**src/rtl/i2c_target.sv**
```systemverilog
// i2c_target: I2C target with an 8-bit register pointer, byte writes and
// auto-incrementing reads against an external register bank. SCL is never stretched.
// Optional input glitch filter: define I2C_TARGET_FILTER_EN.
//
// state     | meaning
// IDLE      | bus free, waiting for START
// ADDR      | shifting in address byte + R/W
// ADDR_ACK  | acknowledging our address
// PTR       | shifting in register pointer
// PTR_ACK   | acknowledging pointer byte
// WRITE     | shifting in a data byte
// WRITE_ACK | acknowledging data byte, pointer advances at release
// READ      | driving a data byte onto SDA
// READ_ACK  | sampling master ACK/NACK
// WAIT      | not addressed / read finished, waiting for START or STOP
module i2c_target #(
    parameter logic [6:0]  DEVICE_ADDR = 7'h50,
    parameter int unsigned FILTER_LEN  = 4
) (
    input  logic       clk,
    input  logic       reset_n,
    input  logic       scl_i,
    input  logic       sda_i,
    output logic       sda_enable,
    output logic [7:0] reg_addr,
    output logic [7:0] wr_data,
    output logic       wr_strobe,
    input  logic [7:0] rd_data,
    output logic       rd_strobe,
    output logic       busy
);

    typedef enum logic [3:0] {
        IDLE, ADDR, ADDR_ACK, PTR, PTR_ACK, WRITE, WRITE_ACK, READ, READ_ACK, WAIT
    } state_t;

    logic scl_s1_q, scl_s2_q, sda_s1_q, sda_s2_q;
    logic scl_f, sda_f;
    logic scl_prev_q, sda_prev_q;
    logic scl_rise, scl_fall, start_det, stop_det;

    state_t     state_q;
    logic [2:0] bit_cnt_q;
    logic [7:0] shift_q;
    logic [7:0] reg_addr_q;
    logic [7:0] wr_data_q;
    logic       wr_strobe_q, rd_strobe_q, busy_q, sda_en_q, rw_q, nack_q;
    logic [7:0] byte_in;

    // Two-flop synchronizers on the asynchronous pad levels; reset to bus idle.
    always_ff @(posedge clk or negedge reset_n) begin
        if (!reset_n) begin
            scl_s1_q <= 1'b1;
            scl_s2_q <= 1'b1;
            sda_s1_q <= 1'b1;
            sda_s2_q <= 1'b1;
        end else begin
            scl_s1_q <= scl_i;
            scl_s2_q <= scl_s1_q;
            sda_s1_q <= sda_i;
            sda_s2_q <= sda_s1_q;
        end
    end

`ifdef I2C_TARGET_FILTER_EN
    localparam int unsigned FW = (FILTER_LEN > 1) ? $clog2(FILTER_LEN) : 1;
    localparam logic [FW-1:0] FLT_RELOAD = FW'(FILTER_LEN - 1);

    logic          scl_flt_q, sda_flt_q;
    logic [FW-1:0] scl_cnt_q, sda_cnt_q;

    // Accept a new level only after FILTER_LEN consecutive samples differ from the held one.
    always_ff @(posedge clk or negedge reset_n) begin
        if (!reset_n) begin
            scl_flt_q <= 1'b1;
            sda_flt_q <= 1'b1;
            scl_cnt_q <= FLT_RELOAD;
            sda_cnt_q <= FLT_RELOAD;
        end else begin
            if (scl_s2_q == scl_flt_q) begin
                scl_cnt_q <= FLT_RELOAD;
            end else if (scl_cnt_q == '0) begin
                scl_flt_q <= scl_s2_q;
                scl_cnt_q <= FLT_RELOAD;
            end else begin
                scl_cnt_q <= scl_cnt_q - FW'(1);
            end
            if (sda_s2_q == sda_flt_q) begin
                sda_cnt_q <= FLT_RELOAD;
            end else if (sda_cnt_q == '0) begin
                sda_flt_q <= sda_s2_q;
                sda_cnt_q <= FLT_RELOAD;
            end else begin
                sda_cnt_q <= sda_cnt_q - FW'(1);
            end
        end
    end

    assign scl_f = scl_flt_q;
    assign sda_f = sda_flt_q;
`else
    // FILTER_LEN has no effect in the unfiltered build.
    logic unused_filter_len;
    assign unused_filter_len = ^FILTER_LEN;
    assign scl_f = scl_s2_q;
    assign sda_f = sda_s2_q;
`endif

    // Previous accepted levels for edge and START/STOP detection.
    always_ff @(posedge clk or negedge reset_n) begin
        if (!reset_n) begin
            scl_prev_q <= 1'b1;
            sda_prev_q <= 1'b1;
        end else begin
            scl_prev_q <= scl_f;
            sda_prev_q <= sda_f;
        end
    end

    assign scl_rise  = scl_f & ~scl_prev_q;
    assign scl_fall  = ~scl_f & scl_prev_q;
    assign start_det = scl_f & scl_prev_q & sda_prev_q & ~sda_f;
    assign stop_det  = scl_f & scl_prev_q & ~sda_prev_q & sda_f;
    assign byte_in   = {shift_q[6:0], sda_f};

    // Protocol FSM; bus conditions override bit processing in every state.
    always_ff @(posedge clk or negedge reset_n) begin
        if (!reset_n) begin
            state_q     <= IDLE;
            bit_cnt_q   <= 3'd0;
            shift_q     <= 8'h00;
            reg_addr_q  <= 8'h00;
            wr_data_q   <= 8'h00;
            wr_strobe_q <= 1'b0;
            rd_strobe_q <= 1'b0;
            busy_q      <= 1'b0;
            sda_en_q    <= 1'b0;
            rw_q        <= 1'b0;
            nack_q      <= 1'b1;
        end else begin
            wr_strobe_q <= 1'b0;
            rd_strobe_q <= 1'b0;
            if (start_det) begin
                state_q   <= ADDR;
                busy_q    <= 1'b1;
                bit_cnt_q <= 3'd0;
            end else if (stop_det) begin
                state_q   <= IDLE;
                busy_q    <= 1'b0;
                sda_en_q  <= 1'b0;
                bit_cnt_q <= 3'd0;
            end else begin
                // Bank data arrives the cycle after the read request; shift_q keeps
                // the remaining bits with the next one to drive in bit 7.
                if (rd_strobe_q) begin
                    shift_q  <= {rd_data[6:0], 1'b1};
                    sda_en_q <= ~rd_data[7];
                end
                case (state_q)
                    ADDR, PTR, WRITE: begin
                        if (scl_rise) begin
                            shift_q   <= byte_in;
                            bit_cnt_q <= bit_cnt_q + 3'd1;
                            if (bit_cnt_q == 3'd7) begin
                                if (state_q == ADDR) begin
                                    if (byte_in[7:1] == DEVICE_ADDR) begin
                                        rw_q    <= byte_in[0];
                                        state_q <= ADDR_ACK;
                                    end else begin
                                        state_q <= WAIT;
                                    end
                                end else if (state_q == PTR) begin
                                    reg_addr_q <= byte_in;
                                    state_q    <= PTR_ACK;
                                end else begin
                                    wr_data_q   <= byte_in;
                                    wr_strobe_q <= 1'b1;
                                    state_q     <= WRITE_ACK;
                                end
                            end
                        end
                    end
                    ADDR_ACK, PTR_ACK, WRITE_ACK: begin
                        // First falling edge drives the ACK, the next one releases it.
                        if (scl_fall) begin
                            if (!sda_en_q) begin
                                sda_en_q <= 1'b1;
                            end else begin
                                sda_en_q <= 1'b0;
                                if (state_q == ADDR_ACK) begin
                                    if (rw_q) begin
                                        rd_strobe_q <= 1'b1;
                                        state_q     <= READ;
                                    end else begin
                                        state_q <= PTR;
                                    end
                                end else if (state_q == PTR_ACK) begin
                                    state_q <= WRITE;
                                end else begin
                                    reg_addr_q <= reg_addr_q + 8'd1;
                                    state_q    <= WRITE;
                                end
                            end
                        end
                    end
                    READ: begin
                        if (scl_rise) begin
                            bit_cnt_q <= bit_cnt_q + 3'd1;
                            if (bit_cnt_q == 3'd7) begin
                                reg_addr_q <= reg_addr_q + 8'd1;
                            end
                        end else if (scl_fall) begin
                            if (bit_cnt_q == 3'd0) begin
                                sda_en_q <= 1'b0;
                                state_q  <= READ_ACK;
                            end else begin
                                sda_en_q <= ~shift_q[7];
                                shift_q  <= {shift_q[6:0], 1'b1};
                            end
                        end
                    end
                    READ_ACK: begin
                        if (scl_rise) begin
                            nack_q <= sda_f;
                        end else if (scl_fall) begin
                            if (!nack_q) begin
                                rd_strobe_q <= 1'b1;
                                state_q     <= READ;
                            end else begin
                                state_q <= WAIT;
                            end
                        end
                    end
                    default: ;
                endcase
            end
        end
    end

    assign sda_enable = sda_en_q;
    assign reg_addr   = reg_addr_q;
    assign wr_data    = wr_data_q;
    assign wr_strobe  = wr_strobe_q;
    assign rd_strobe  = rd_strobe_q;
    assign busy       = busy_q;

endmodule

```
**config.mk**
```make
export PLATFORM = sky130hd
export DESIGN_NAME = i2c_target
export DESIGN_NICKNAME = d
export VERILOG_FILES = /design/src/rtl/i2c_target.sv
export SDC_FILE = /design/constraint.sdc
export NUM_CORES = 1
export LEC_CHECK = 0
export ABC_AREA = 0
export CAP_MARGIN = 5
export CORE_UTILIZATION = 55
export CTS_CLUSTER_DIAMETER = 120
export CTS_CLUSTER_SIZE = 28
export DETAILED_ROUTE_END_ITERATION = 8
export PLACE_DENSITY = 0.8
export SLEW_MARGIN = 20
export SYNTH_ARGS = -nofsm -noshare
export SYNTH_HDL_FRONTEND = slang
export SYNTH_SLANG_ARGS = --single-unit
```
**constraint.sdc**
```tcl
create_clock -name clk -period 2.6 [get_ports clk]
set_input_delay 0.39 -clock clk [delete_from_list [all_inputs] [get_ports clk]]
set_output_delay 0.39 -clock clk [all_outputs]
set_load 0.05 [all_outputs]
```
==> results.toml, run 1 <==
[outcome]
status = "completed"

[grt]
grt_start_max_net_pins = 44
gr-total-overflow = 0
grt_pass1_vias = 1796
grt_usage_pct = 25.43
antenna_found_initial = 0
grt_first_pass_wirelength_um = 8728

[floorplanning]
rows = 23
die-area_um2 = 4599
core_area_um2 = 4086
io_pins = 32
fp.dieW_um = 67.82
die_h_um = 67.82
start_util_pct = 58.30

[pwr]
clockPowerShare_pct = 17.0
p_sw_mw = 1.071
power_mw = 2.510
power_leakage_nw = 1.170
p_int_mw = 1.440
seqPwrFrac_pct = 41.0
switching_share_pct = 42.65
comb_power_share_pct = 42.1
irDropWorstVdd_mv = 0.5124
power_density_nw_per_um2 = 900.5

[critical_path]
cp-start-kind = "flop"
worstPathRequired_ns = 2.79
worst_setup_path_end_kind = "flop"
path_class = "flop to flop"
arrival_ns = 2.44
cp_max_fo = 6

[logic_synthesis]
async_reset_ff_share_pct = 100.0
synth_nets = 264
synth_edf_count = 0
ys_seq_elements = 43
synthFlopType = "dfrtp_1"
ys_seq_area_share_pct = 45.54
synth_cells = 248
yosysWarnings = 0
yosysUniqueCellTypes = 56
syn_area_um2 = 2382
postSynthAreaPerCell_um2 = 9.606

[placed_design]
io_buffers = 31
gp_congestion = 0.9455
hpwl_um = 3823

[clock_network]
clock-sinks = 43
clk_latency_ns = 0.30
cts_resized = 0
clockBufferDepth = 2
clock-root-buffer = "clkbuf_8"
htreeDepth = 2
cts_setup_buffers = 0
cts_hold_buf = 0
cts.reportedPaths.clkPinSlew_ns = 0.09
cts_buffers = 5
cts_tree = "yes"

[sta]
finalHoldViolCount = 0
clock_skew_ns = 0.01212
whs_ns = 0.05836
setup_viol = 0
tns_ns = 0
worst_pin_slew_ns = 0.6169
min_period_ns = 2.243
period_share_pct = 86.26
rsz0062_at_grt = "false"
slew_headroom_pct = 58.79
drv_slew = 0
fmax_mhz = 445.9

[routing]
vias = 1981
drt_wl_total_um = 5395
initialDrtViolationCount = 198
ant_nets = 0
avgViaCountPerCell = 6.040
wl_per_cell_um = 16.45
drtPass1Iterations = 4
remaining_drc_errors = 0

[final_layout]
layout-drive-gt1-share_pct = 14.39
regArea_um2 = 1085
multi_input_area_um2 = 1184
layout_common_cells = "36 x dfrtp_1, 30 x clkdlybuf4s50_1, 25 x nand2_1"
layout_commonest_cell = "dfrtp_1"
antenna_cells = 0
fin_nets = 293
area_growth_syn_to_layout_pct = 17.02
fillers = 346

[job]
max_cap_viol_count = 0

[hold_path]
hold_class = "input port to async pin"
## worst max-delay path: stages (launching register included)
cell and delay [ns]:
dfrtp_1 0.41, ha_1 0.21, ha_1 0.21, and2_1 0.19, a2111oi_2 0.63, o21ai_1 0.15, mux2_1 0.33
## power by group through the flow
stage          combinational, mW  sequential (mW)  clock, mW
3_3_place_gp                1.04             1.03          0
6_report                    1.06             1.03      0.426
2_1_floorplan              0.873            0.957          0
4_1_cts                     1.05             1.02      0.434
3_5_place_dp                1.04             1.03          0
5_1_grt                     1.17             1.05      0.455
## state kept, by name, indices dropped and copies added (netlist names), 3 cells and up
signal	count
shift_q	8
bit_cnt_q	3
reg_addr	8
state_q	4
wr_data	8
## area by class of cell
| type | instances | share of cell area, % |
|---|---|---|
| clock inverter | 2 | 0.4488 |
| inverter | 5 | 0.6733 |
| timing repair buffer | 37 | 12.66 |
| multi-input combinational | 185 | 42.46 |
| sequential | 43 | 38.91 |
| tap | 50 | 2.244 |
| clock buffer | 6 | 2.603 |
## layer usage
metal / vias to the layer above / share of wire, % / GRT usage (%)
met5: - / 0 / 0
met4: 0 / 0.89 / 5.990
met3: 6 / 5.2 / 5.000
met2: 62 / 45 / 38.12
met1: 954 / 49 / 37.66
li1: 959 / - / -
## metrics by stage
step	setup slack, ns	utilization (%)	std cells	area [um2]
finish	0.3572	68.22	328	2788
global route	0.2277	68.22	328	2788
CTS	0.3468	68.16	328	2785
detailed placement	0.4202	66.07	320	2700
global placement	0.4385	66.07	320	2700
floorplan	0.5972	-	248	2382
## path summary, 6_finish.rpt
path	endpoint	startpoint	depth (start not counted)	slack (ns)
worst max-delay path	state_q[0]	bit_cnt_q[0]	6	0.36
worst min-delay path	state_q[1]	reset_n	1	0.06
worst max register to register	state_q[0]	bit_cnt_q[0]	6	0.36
worst min register to register	sda_f	sda_s1_q	0	0.36
max in group asynchronous	sda_s1_q	reset_n	1	2.15
min in group clk	sda_f	sda_s1_q	0	0.36
## cells by family after synthesis
group	after synthesis	synth area share, %
muxes	12	5.620
xor gates and xnor gates	2	0.7354
DFF	43	45.54
AOI/OAI and AO/OA	75	20.01
and+or+nand+nor	92	21.22
buffers and inverters	20	4.779
adders and majority gates	4	2.101
## cell usage after synthesis, types with 2 or more instances
cell | n | area (um2)
a211oi_1 | 3 | 22.52
a21oi_1 | 23 | 115.1
a221oi_1 | 2 | 17.52
a2bb2oi_1 | 2 | 17.52
a31oi_1 | 2 | 12.51
a32o_1 | 2 | 20.02
and2_1 | 2 | 12.51
and3_1 | 3 | 18.77
buf_2 | 4 | 20.02
buf_4 | 3 | 22.52
buf_6 | 3 | 33.78
clkbuf_1 | 5 | 18.77
dfrtp_1 | 36 | 900.9
dfstp_2 | 7 | 183.9
ha_1 | 4 | 50.05
inv_1 | 5 | 18.77
mux2_2 | 10 | 112.6
nand2_1 | 25 | 93.84
nand2b_1 | 11 | 68.82
nand3_1 | 12 | 60.06
nand3b_1 | 2 | 15.01
nor2_1 | 12 | 45.04
nor2b_1 | 7 | 43.79
nor3b_1 | 2 | 15.01
nor4bb_1 | 2 | 20.02
o21ai_0 | 21 | 105.1
o22ai_1 | 6 | 37.54
o31ai_1 | 2 | 15.01
or2_2 | 2 | 12.51
or4_1 | 2 | 15.01
No activity file was read; power rests on OpenSTA's default activity.
==> run 2: changes to the inputs <==
Settings changed: CTS_CLUSTER_DIAMETER 120 to not set.
==> results of run 2 <==
Same layout as run 1: the final DEF is identical, and so are final timing and power.
==> run 3: changes to the inputs <==
Settings changed: CORE_UTILIZATION 55 to 52, PLACE_DENSITY 0.8 to 0.76.
Clock period 2.6 ns to 2.8 ns, I/O delays scaled along.
==> results.toml, run 3 (synthesized netlist as in run 1, its figures left out) <==
[critical_path]
worstPathRequired_ns = 2.98
cp-start-kind = "flop"
slowest_stage = "dfrtp_1"
cp_max_fo = 18
path_class = "flop to flop"
arrival_ns = 2.47
path_cells = "nor2b_1, a21o_1, a2bb2oi_2, o21ai_1, mux2_1"
worst_setup_path_end_kind = "flop"
cp_top_family = "flip-flops"
cp.buffers_inverters = 0
max_stage_delay_ns = 0.67

[sta]
worst_pin_slew_ns = 0.9542
drv_slew = 0
min_period_ns = 2.281
finalHoldViolCount = 0
tns_ns = 0
clock_skew_ns = 0.01288
fmax_mhz = 438.3
period_share_pct = 81.48
whs_ns = 0.2517
rsz0062_at_grt = "false"
setup_viol = 0
slew_headroom_pct = 36.39
setup_ws_ns = 0.5186

[clock_network]
clockBufferDepth = 2
htreeDepth = 2
clock-sinks = 43
cts_resized = 0
cts_setup_buffers = 0
cts_buffers = 5
cts_tree = "yes"
clk_latency_ns = 0.30
cts_hold_buf = 0
clock-root-buffer = "clkbuf_8"
cts.reportedPaths.clkPinSlew_ns = 0.09

[final_layout]
post-route-util_pct = 62.90
antenna_cells = 0
fillers = 386
layout-drive-gt1-share_pct = 13.14
layout_common_cells = "36 x dfrtp_1, 30 x clkdlybuf4s50_1, 25 x nand2_1"
area_growth_syn_to_layout_pct = 15.76
instances_no_fill = 326
fin_nets = 289
layout_commonest_cell = "dfrtp_1"

[placed_design]
io_buffers = 31
dpl.cell_count = 318
dp_slack_ns = 0.5809
hpwl_um = 3686
gp_congestion = 0.9456

[pwr]
power_density_nw_per_um2 = 832.0
irDropWorstVdd_mv = 0.4386
comb_power_share_pct = 40.5
seqPwrFrac_pct = 42.5
switching_share_pct = 42.82
p_int_mw = 1.312
p_sw_mw = 0.9824
clockPowerShare_pct = 17.0
power_leakage_nw = 1.150

[floorplanning]
fp.dieW_um = 69.69
die_h_um = 69.69
io_pins = 32
rows = 24
core_area_um2 = 4384
start_util_pct = 54.34
die-area_um2 = 4856

[routing]
wl_per_cell_um = 16.16
top_layer = "met4"
avgViaCountPerCell = 6.006
vias = 1958
drtPass1Iterations = 4
routed-wl-met2_um = 2318
remaining_drc_errors = 0
drt-met1-wl_um = 2521
met3WireLength_um = 341
ant_nets = 0
drt_wl_total_um = 5268
initialDrtViolationCount = 150

[grt]
antenna_found_initial = 0
grt_pass1_vias = 1868
grt_usage_pct = 23.46
grt_start_max_net_pins = 44
grt_first_pass_wirelength_um = 9080
gr-total-overflow = 0

[job]
max_cap_viol_count = 0

[hold_path]
hold_class = "input port to async pin"

[outcome]
status = "completed"
-- run 3: worst paths after layout --
| kind | from | to | slack [ns] | depth (start not counted) |
|---|---|---|---|---|
| worst max-delay path | state_q[0] | state_q[0] | 0.52 | 5 |
| worst min-delay path | reset_n | wr_data[6] | 0.25 | 1 |
| worst max register to register | state_q[0] | state_q[0] | 0.52 | 5 |
| worst min register to register | sda_s1_q | sda_f | 0.35 | 0 |
| max in group asynchronous | reset_n | busy | 1.93 | 1 |
| min in group clk | sda_s1_q | sda_f | 0.35 | 0 |
-- run 3: layout make-up --
cell class | instances | area (um2) | area share, %
clock inverters | 2 | 12.51 | 0.4537
repair buffers | 33 | 320.3 | 11.62
inverters | 5 | 18.77 | 0.6806
clock buffers | 6 | 72.57 | 2.632
multi-input cells | 185 | 1184 | 42.92
flip-flops and latches | 43 | 1085 | 39.34
well taps | 52 | 65.06 | 2.359
-- run 3: power groups by stage --
| stage | registers, mW | logic [mW] | clock network, mW |
|---|---|---|---|
| after floorplan | 0.889 | 0.810 | 0 |
| after global placement | 0.979 | 0.896 | 0 |
| after detailed placement | 0.980 | 0.913 | 0 |
| after CTS | 0.969 | 0.921 | 0.399 |
| after global routing | 1.00 | 1.03 | 0.420 |
| final | 0.974 | 0.930 | 0.390 |
-- run 3: stage by stage --
| step | cell area (um2) | total power, mW |
|---|---|---|
| 2_1_floorplan | 2382 | 1.699 |
| 3_3_place_gp | 2673 | 1.875 |
| 3_5_place_dp | 2673 | 1.894 |
| 4_1_cts | 2758 | 2.289 |
| 5_1_grt | 2758 | 2.456 |
| 6_report | 2758 | 2.294 |
-- run 3: layer usage --
metal / GRT usage, % / up-vias
met5: 0 / -
met3: 6.105 / 9
li1: - / 952
met4: 8.222 / 0
met1: 34.42 / 920
met2: 33.66 / 77
-- run 3: worst reg2reg max path, stage by stage (launching register included) --
cell and delay (ns):
dfrtp_1 0.67, nor2b_1 0.55, a21o_1 0.21, a2bb2oi_2 0.27, o21ai_1 0.13, mux2_1 0.33
